--- src/rtl/rvfpm_commit_scheduler.sv ---
// rvfpm_commit_scheduler
//   Tracks the XIF lifecycle of every instruction ID (FREE -> ISSUED ->
//   COMMITTED/KILLED -> FREE). It also orders FPU results through an
//   in-order FIFO so that a result is released on the XIF result port
//   only once its ID has been committed. Killed results are dropped
//   silently.
// Ports
//   ck, rst                      clock, synchronous active-high reset
//   issue_valid/ready/accept/id  observed XIF issue handshake
//   issue_id_busy                issue_id entry is not FREE (combinational)
//   commit_valid/kill/id         XIF commit
//   fpu_res_*                    result stream from the FPU datapath
//   result_*                     XIF result interface
//   outstanding_cnt              registered count of non-FREE entries
//   protocol_err                 sticky protocol violation flag
module rvfpm_commit_scheduler #(
  parameter int unsigned X_ID_WIDTH = 4,
  parameter int unsigned XLEN       = 32,
  parameter int unsigned RES_DEPTH  = 4
) (
  input  logic                  ck,
  input  logic                  rst,
  input  logic                  issue_valid,
  input  logic                  issue_ready,
  input  logic                  issue_accept,
  input  logic [X_ID_WIDTH-1:0] issue_id,
  output logic                  issue_id_busy,
  input  logic                  commit_valid,
  input  logic                  commit_kill,
  input  logic [X_ID_WIDTH-1:0] commit_id,
  input  logic                  fpu_res_valid,
  output logic                  fpu_res_ready,
  input  logic [X_ID_WIDTH-1:0] fpu_res_id,
  input  logic [XLEN-1:0]       fpu_res_data,
  input  logic [4:0]            fpu_res_rd,
  input  logic                  fpu_res_we,
  output logic                  result_valid,
  input  logic                  result_ready,
  output logic [X_ID_WIDTH-1:0] result_id,
  output logic [XLEN-1:0]       result_data,
  output logic [4:0]            result_rd,
  output logic                  result_we,
  output logic [X_ID_WIDTH:0]   outstanding_cnt,
  output logic                  protocol_err
);

  localparam int unsigned NUM_IDS = 2 ** X_ID_WIDTH;
  localparam int unsigned AW      = $clog2(RES_DEPTH);
  localparam int unsigned PW      = AW + 1;

  typedef enum logic [1:0] {
    ST_FREE,
    ST_ISSUED,
    ST_COMMITTED,
    ST_KILLED
  } id_state_e;

  id_state_e state_q [NUM_IDS];
  id_state_e state_d [NUM_IDS];

  logic [X_ID_WIDTH-1:0] fid_q   [RES_DEPTH];
  logic [XLEN-1:0]       fdata_q [RES_DEPTH];
  logic [4:0]            frd_q   [RES_DEPTH];
  logic                  fwe_q   [RES_DEPTH];

  logic [PW-1:0]         wptr_q, wptr_d;
  logic [PW-1:0]         rptr_q, rptr_d;
  logic [X_ID_WIDTH:0]   cnt_q, cnt_d;
  logic                  err_q, err_d;

  logic                  empty, full;
  logic [X_ID_WIDTH-1:0] head_id;
  id_state_e             head_st;
  logic                  issue_fire, fpu_fire, push, pop;

  assign empty   = (wptr_q == rptr_q);
  assign full    = (wptr_q[AW] != rptr_q[AW]) && (wptr_q[AW-1:0] == rptr_q[AW-1:0]);
  assign head_id = fid_q[rptr_q[AW-1:0]];
  assign head_st = state_q[head_id];

  assign issue_fire    = issue_valid & issue_ready & issue_accept;
  assign fpu_fire      = fpu_res_valid & ~full;
  assign push          = fpu_fire & (state_q[fpu_res_id] != ST_FREE);
  assign issue_id_busy = (state_q[issue_id] != ST_FREE);
  assign fpu_res_ready = ~full;

  // The head state only leaves COMMITTED through the pop, so the result
  // port holds steady until the handshake.
  assign result_valid = ~empty & (head_st == ST_COMMITTED);
  assign result_id    = result_valid ? head_id : '0;
  assign result_data  = result_valid ? fdata_q[rptr_q[AW-1:0]] : '0;
  assign result_rd    = result_valid ? frd_q[rptr_q[AW-1:0]] : '0;
  assign result_we    = result_valid ? fwe_q[rptr_q[AW-1:0]] : 1'b0;

  assign outstanding_cnt = cnt_q;
  assign protocol_err    = err_q;

  // A head whose ID is already FREE (duplicate FPU result) is discarded
  // so that it cannot block the queue.
  always_comb begin
    pop = 1'b0;
    if (!empty) begin
      unique case (head_st)
        ST_COMMITTED: pop = result_ready;
        ST_KILLED:    pop = 1'b1;
        ST_FREE:      pop = 1'b1;
        default:      pop = 1'b0;
      endcase
    end
  end

  // Each transition requires a distinct pre-edge state (issue: FREE,
  // commit: ISSUED, pop release: COMMITTED/KILLED), so updates on the same
  // ID cannot collide and updates on distinct IDs all land.
  always_comb begin
    state_d = state_q;
    err_d   = err_q;
    if (issue_fire) begin
      if (state_q[issue_id] == ST_FREE) state_d[issue_id] = ST_ISSUED;
      else                              err_d = 1'b1;
    end
    if (commit_valid) begin
      if (state_q[commit_id] == ST_ISSUED)
        state_d[commit_id] = commit_kill ? ST_KILLED : ST_COMMITTED;
      else
        err_d = 1'b1;
    end
    if (fpu_fire && (state_q[fpu_res_id] == ST_FREE)) err_d = 1'b1;
    if (pop && (head_st != ST_FREE)) state_d[head_id] = ST_FREE;

    wptr_d = push ? wptr_q + PW'(1) : wptr_q;
    rptr_d = pop  ? rptr_q + PW'(1) : rptr_q;

    cnt_d = '0;
    for (int unsigned i = 0; i < NUM_IDS; i++) begin
      if (state_d[i] != ST_FREE) cnt_d = cnt_d + {{X_ID_WIDTH{1'b0}}, 1'b1};
    end
  end

  always_ff @(posedge ck) begin
    if (rst) begin
      for (int unsigned i = 0; i < NUM_IDS; i++) state_q[i] <= ST_FREE;
      wptr_q <= '0;
      rptr_q <= '0;
      cnt_q  <= '0;
      err_q  <= 1'b0;
    end else begin
      state_q <= state_d;
      wptr_q  <= wptr_d;
      rptr_q  <= rptr_d;
      cnt_q   <= cnt_d;
      err_q   <= err_d;
    end
  end

  always_ff @(posedge ck) begin
    if (push) begin
      fid_q[wptr_q[AW-1:0]]   <= fpu_res_id;
      fdata_q[wptr_q[AW-1:0]] <= fpu_res_data;
      frd_q[wptr_q[AW-1:0]]   <= fpu_res_rd;
      fwe_q[wptr_q[AW-1:0]]   <= fpu_res_we;
    end
  end

endmodule

--- config.mk ---
export PLATFORM = sky130hd
export DESIGN_NAME = rvfpm_commit_scheduler
export DESIGN_NICKNAME = d
export VERILOG_FILES = /design/src/rtl/rvfpm_commit_scheduler.sv
export SDC_FILE = /design/constraint.sdc
export NUM_CORES = 1
export LEC_CHECK = 0
export CORE_ASPECT_RATIO = 2
export CORE_MARGIN = 5
export CORE_UTILIZATION = 50
export DETAILED_ROUTE_END_ITERATION = 7
export DONT_BUFFER_PORTS = 1
export GPL_ROUTABILITY_DRIVEN = 1
export SLEW_MARGIN = 20
export SYNTH_ARGS = -nofsm -noshare
export SYNTH_HDL_FRONTEND = slang
export SYNTH_SLANG_ARGS = --single-unit
--- constraint.sdc ---
create_clock -name ck -period 26.2 [get_ports ck]
set_input_delay 5.24 -clock ck [delete_from_list [all_inputs] [get_ports ck]]
set_output_delay 5.24 -clock ck [all_outputs]
set_load 0.02 [all_outputs]
### Word level (Yosys, flattened, before mapping)

Memories as Yosys holds them, arrays and structs flattened. A register that Yosys moved wholly into a read port is not among the register bits.
Index checks and enable logic that the tools add are counted.

* bits in registers: 44
* memory bits (writable): 168
* bits of input ports: 59
* output and inout bits: 51
* logic and storage cells: 161
* memories: 4

Memories
* fdata_q: words 4, bits a word 32, rd ports 1, clocked after memory_dff 1, wr ports 1, line 62 `logic [XLEN-1:0] fdata_q [RES_DEPTH];`
* frd_q: words 4, bits a word 5, rd ports 1, clocked after memory_dff 1, wr ports 1, line 63 `logic [4:0] frd_q [RES_DEPTH];`
* fid_q: words 4, bits a word 4, rd ports 1, clocked after memory_dff 1, wr ports 1, line 61 `logic [X_ID_WIDTH-1:0] fid_q [RES_DEPTH];`
* fwe_q: words 4, bits a word 1, rd ports 1, clocked after memory_dff 1, wr ports 1, line 64 `logic fwe_q [RES_DEPTH];`

* add/sub/neg operators: 17
* order comparisons: 7
* equal/unequal tests: 6
* multiplexer cells: 62
* bitwise gates (word level): 16
* reduce and logical (&&, ||, !) cells: 29

Operator list (count)
* $mux 32: 6
* $mux 5: 16
* $add 5x1->5 const B: 15
* $mux 2: 19
* $reduce_bool 2->1: 19
* $and 32x32->32: 1
* $bmux 2 s4: 4
* $bwmux 32: 1
* $not 32->32: 1
* $demux 2 s4: 3
* $ge 5x5->1 const B: 4
* $not 4->5: 4
* $and 16x16->16: 1
* $not 16->16: 1
* $or 16x16->16: 1
* $lt 5x1->1 const B: 3
* $mux 1: 11
* $add 3x1->3 const B: 2
* $logic_and 1x1->1: 6
* $logic_not 2->1: 3
* $and 1x1->1: 5
* $eq 2x2->1 const B: 2
* $mux 4: 1
* $eq 3x3->1: 1
* 6 further kinds: 7

### Longest topological paths before layout

* depth in word-level cells: 46
* depth in mapped cells: 58

### Least setup slack after synthesis

No wires, ideal clock.

* kind: input -> register
* start: input commit_id[1]
* end: register cnt_q[4] (netlist: outstanding_cnt[4])
* library setup time: 128 ps
* arrival: 15007 ps
* required time: 26072 ps
* setup slack: 11065 ps
* stages: 53
* buffers on the path: 2
* path through: clkbuf_1 clkbuf_1 mux2_2 o31a_1 o21ai_0 a21oi_1 nor2_1 nor4_1 a21oi_1 a21o_1 inv_1 ha_1 or4_1 o32ai_1 nor2_1 ha_1 o311ai_1 o31ai_2 (+17 left out) a31oi_1 o31ai_1 ha_1 nand2_1 o31ai_1 o41ai_1 xnor2_1 mux2_2 ha_1 nand2_1 a21boi_0 o21ai_0 ha_1 nand2_1 o31a_1 mux2_4 xnor3_1 nor2_1

* cells in the longest elaborated chain, start to end: 42
* elaborated cells on any way between the ends: 62
* classes of those cells: add/sub (15); order compare (2); eq/ne (1); mux (25); bitwise (2); reduce/logical (17)

RTL lines
* start: declaration: line 30 `input logic [X_ID_WIDTH-1:0] commit_id,`
* $not 4->5 (*): line 123, 124
* $ge 5x5->1 (not written as such) or $lt 5x1->1 (tied branches): line 124 `state_d[commit_id] = commit_kill ? ST_KILLED : ST_COMMITTED;`
* $logic_and 1x1->1 (not written as such): line 124
* $mux 2: line 124
* $demux 2 s4: line 124
* $bwmux 32: line 124
* $mux 32 (*): line 123 `if (state_q[commit_id] == ST_ISSUED)`
* $mux 32 (*): line 122 `if (commit_valid) begin`
* (+26 left out)
* $add 5x1->5: line 136 `if (state_d[i] != ST_FREE) cnt_d = cnt_d + {{X_ID_WIDTH{1'b0}}, 1'b1};`
* $mux 5: line 136
* $add 5x1->5: line 136
* $mux 5: line 136
* $add 5x1->5: line 136
* $mux 5: line 136
* $add 5x1->5: line 136
* $mux 5 (*): line 136
* end signal: assignment: line 151 `cnt_q <= cnt_d;`
* end: declaration: line 68 `logic [X_ID_WIDTH:0] cnt_q, cnt_d;`

Mark *: on every way between the ends. The rest lies on a longest branch, timed or not. The select of a mux whose other input is x is not followed.
A chain may end at the register's enable or synchronous reset.

### Worst setup path in the final report

* start: input commit_id[3]
* end: register cnt_q[4] (netlist: outstanding_cnt[4])

The elaborated chain is that of the path after synthesis.

==> Flow_metrics.wiki <==
{| class="wikitable"
! Metric !! Value
|-
| Most frequent cell on the critical path || ha_1
|-
| Post-synth top flop || edfxtp_1
|-
| Setup slack after placement || 10.12 ns
|-
| Global-route wire length before repair || ~48000 um
|-
| Number of setup violations in the final report || 0
|-
| Final routed DRC violation total || 0
|-
| Sort of element at the end of the critical path || flop
|-
| Final TNS setup || 0 ns
|-
| Kind of path behind the tightest hold check || flop to flop
|-
| Initial cell density of the core || 0.504
|-
| Area share of the largest cell type after synthesis || 0.444
|-
| Post-synthesis cell type with the largest combined area || edfxtp_1
|-
| Total clock buffers created by CTS || 20
|-
| Launch point of the critical path || commit_id[3]
|-
| Outcome || completed
|-
| CTS hold repair buffers || 0
|-
| Most repeated cell in the gate-level netlist after synthesis || edfxtp_1
|-
| Leakage power summed over all cells || approximately 4.3 nW
|-
| Number of different library cells in the post-synthesis netlist || a little over 80
|-
| Register-to-register path setup slack || 12.40 ns
|-
| EDFF count, synth || 168
|-
| Gate Count Post-Synth || 895
|-
| Total of max-cap violations || 0
|-
| Register area share after synthesis || 0.525
|-
| Number of antenna violations at the first check in global routing || 0
|-
| Core ar. || 22500 um2
|-
| Share of the core filled with cells || 0.542
|-
| Max transition margin || 0.315
|-
| Worst R2R Path Depth || 54
|-
| Number of global-route vias before repair || around 8000
|-
| HPWL Detailed || between 20000 and 25000 um
|-
| Highest fanout seen on the critical path || 9
|-
| Layout Area Growth over Synthesis || 7.57%
|-
| Final standard cell area without fillers || about 12000 um2
|-
| Setup bufs post-CTS || 0
|-
| Post-synth top cells || edfxtp_1, nor2_1, mux4_2
|-
| Wire length per cell || 27.0 um
|-
| Gr ovfl total || 0
|-
| Top Ports || between 100 and 150
|-
| Residual antenna-violating net count after detailed routing || 0
|-
| Upper clock frequency limit || about 0.064 GHz
|-
| Vias per std cell || 6.46
|-
| Global placer's final weighted congestion || 0.942
|-
| Share of the clock period used by the worst path after layout || 0.596
|-
| Transition time at the pin with the least slew margin || 1.02 ns
|-
| Dpl cells || 1143
|-
| Yosys warnings || 0
|-
| Worst Path Class, Setup || primary input to flop
|-
| Final worst slack || 10.60 ns
|-
| Worst ir drop on vdd || 0.0617 mV
|-
| Worst setup endpoint || outstanding_cnt[4]
|-
| Buffers on Ports || 0
|-
| Worst skew pair latency || 0.51 ns
|-
| Crit path largest cell delay || 0.52 ns
|-
| Cell area after technology mapping || between 10000 and 15000 um2
|-
| Synthesized netlist net count || 977
|-
| Clock tree from TritonCTS || built
|-
| Via count || 7600
|-
| Worst EP arrival || about 16 ns
|-
| Power per standard cell area || 66.6 nW/um2
|-
| Total track usage || 0.247
|-
| Die extent in y || 223 um
|-
| Clock Pin Slew Worst Setup and Hold Paths || 0.07 ns
|-
| Net count, final || 967
|-
| Cell Rows || between 70 and 80
|-
| Non-filler instance count after layout || 1177
|-
| H-tree levels || 1
|-
| Largest buffer count on any clock path || 3
|-
| Startpoint Class || primary input
|-
| Router iterations before antenna repair || 5
|-
| # resized after CTS || 0
|-
| RSZ-0062 raised after global routing || no
|-
| Endpoint required time on the critical path || 26.62 ns
|-
| Area enclosed by the die boundary || around 26000 um2
|-
| Layout cells sized above 1 || 0.158
|-
| Synth Area per Inst || 12.7 um2
|-
| Critical path's slowest cell || or4_1
|-
| Number of antenna repair diodes || 0
|-
| Share of synthesized registers carrying an async set or reset || 0
|-
| Worst r2r dst || outstanding_cnt[4]
|-
| Cell types with the largest area share after synthesis || edfxtp_1, mux4_2, dfxtp_1
|-
| Final wirelength || between 30000 and 40000 um
|-
| Final Hold Violating Endpoints || 0
|-
| Largest net degree at the start of global routing || 44
|-
| CTS Root Buffer Type || clkbuf_16
|-
| Crit path time final || 15.60 ns
|-
| Pwr Total || 813 uW
|-
| Worst Skew || 0.0204 ns
|-
| Width of the die || between 100 and 150 um
|-
| Clock sinks || 214
|-
| Placed cell area || 11600 um2
|-
| Iteration-0 DRC count of the detailed router || about 470
|-
| Count of pins over their slew limit || 0
|-
| Post-synthesis register bit count || 214
|-
| Worst Hold Margin || roughly 0.54 ns
|}
-- worst min path at each step --
stage                     start     endpoint  slack (ns)  depth (start not counted)
finish              state_q[27]  state_q[27]        0.54                          2
global route        state_q[27]  state_q[27]        0.57                          2
CTS                 state_q[27]  state_q[27]        0.54                          2
detailed placement  state_q[27]  state_q[27]        0.52                          2
global placement    state_q[27]  state_q[27]        0.53                          2
floorplan           state_q[27]  state_q[27]        0.49                          2
-- layout make-up --
class | instances | area, um2
Clock inverter | 8 | 52.6
Sequential cell | 214 | 5970
Multi-Input combinational cell | 611 | 5120
Inverter | 28 | 105
Tap cell | 280 | 350
Timing Repair Buffer | 10 | 75.1
Clock buffer | 26 | 544
Fill cell | 1904 | 10300
-- routing by layer --
layer  up-vias  share of wire  GRT usage
met5         -              0          0
met3        93          0.061     0.0521
li1       3423              -          -
met2       288           0.55      0.448
met4         0          0.075      0.161
met1      3796           0.32      0.243
-- worst max-delay path, delay by kind of cell --
family / cells / cell delay, ns
fa+ha+maj: 10 / 2.91
xor+xnor: 4 / 0.73
mux: 5 / 1.54
buf+inv: 2 / 0.16
compound gates: 17 / 3.54
simple gates: 12 / 1.87
-- registers in the layout, summed over array words and instances, names as in the netlist, named ones only --
| signal | count |
|---|---|
| frd_q | 20 |
| outstanding_cnt | 5 |
| fdata_q | 128 |
| state_q | 32 |
| fid_q | 16 |
| wptr_q | 3 |
| fwe_q | 4 |
| rptr_q | 3 |
| protocol_err | 1 |
-- power breakdown --
part           leakage, nW  switching [mW]  internal (mW)
combinational         2.09          0.0948         0.0666
clock                0.281           0.125          0.148
sequential            1.89         0.00526          0.373
-- cells in the final DEF, fill, tap and decap left out, types with 13 or more instances in the layout --
cell       count
nor2_1        95
a21oi_1       48
inv_1         27
xnor2_1       30
xor2_1        16
dfxtp_1       44
o21ai_0       13
mux2i_1       13
edfxtp_1     168
nand2_1       37
and3_1        46
mux4_2        56
nor3_1        35
ha_1          23
clkbuf_16     21
-- kinds of logic (layout without fill, tap and decap cells) --
group / count (synthesis) / after routing / share of synthesized area
xor+xnor: 60 / 60 / 0.0628
compound gates: 153 / 153 / 0.0951
flops: 214 / 214 / 0.525
mux: 78 / 78 / 0.132
fa+ha+maj: 23 / 23 / 0.0253
buf+inv: 70 / 72 / 0.0246
simple gates: 297 / 297 / 0.135
No activity file was read; power rests on OpenSTA's default activity.
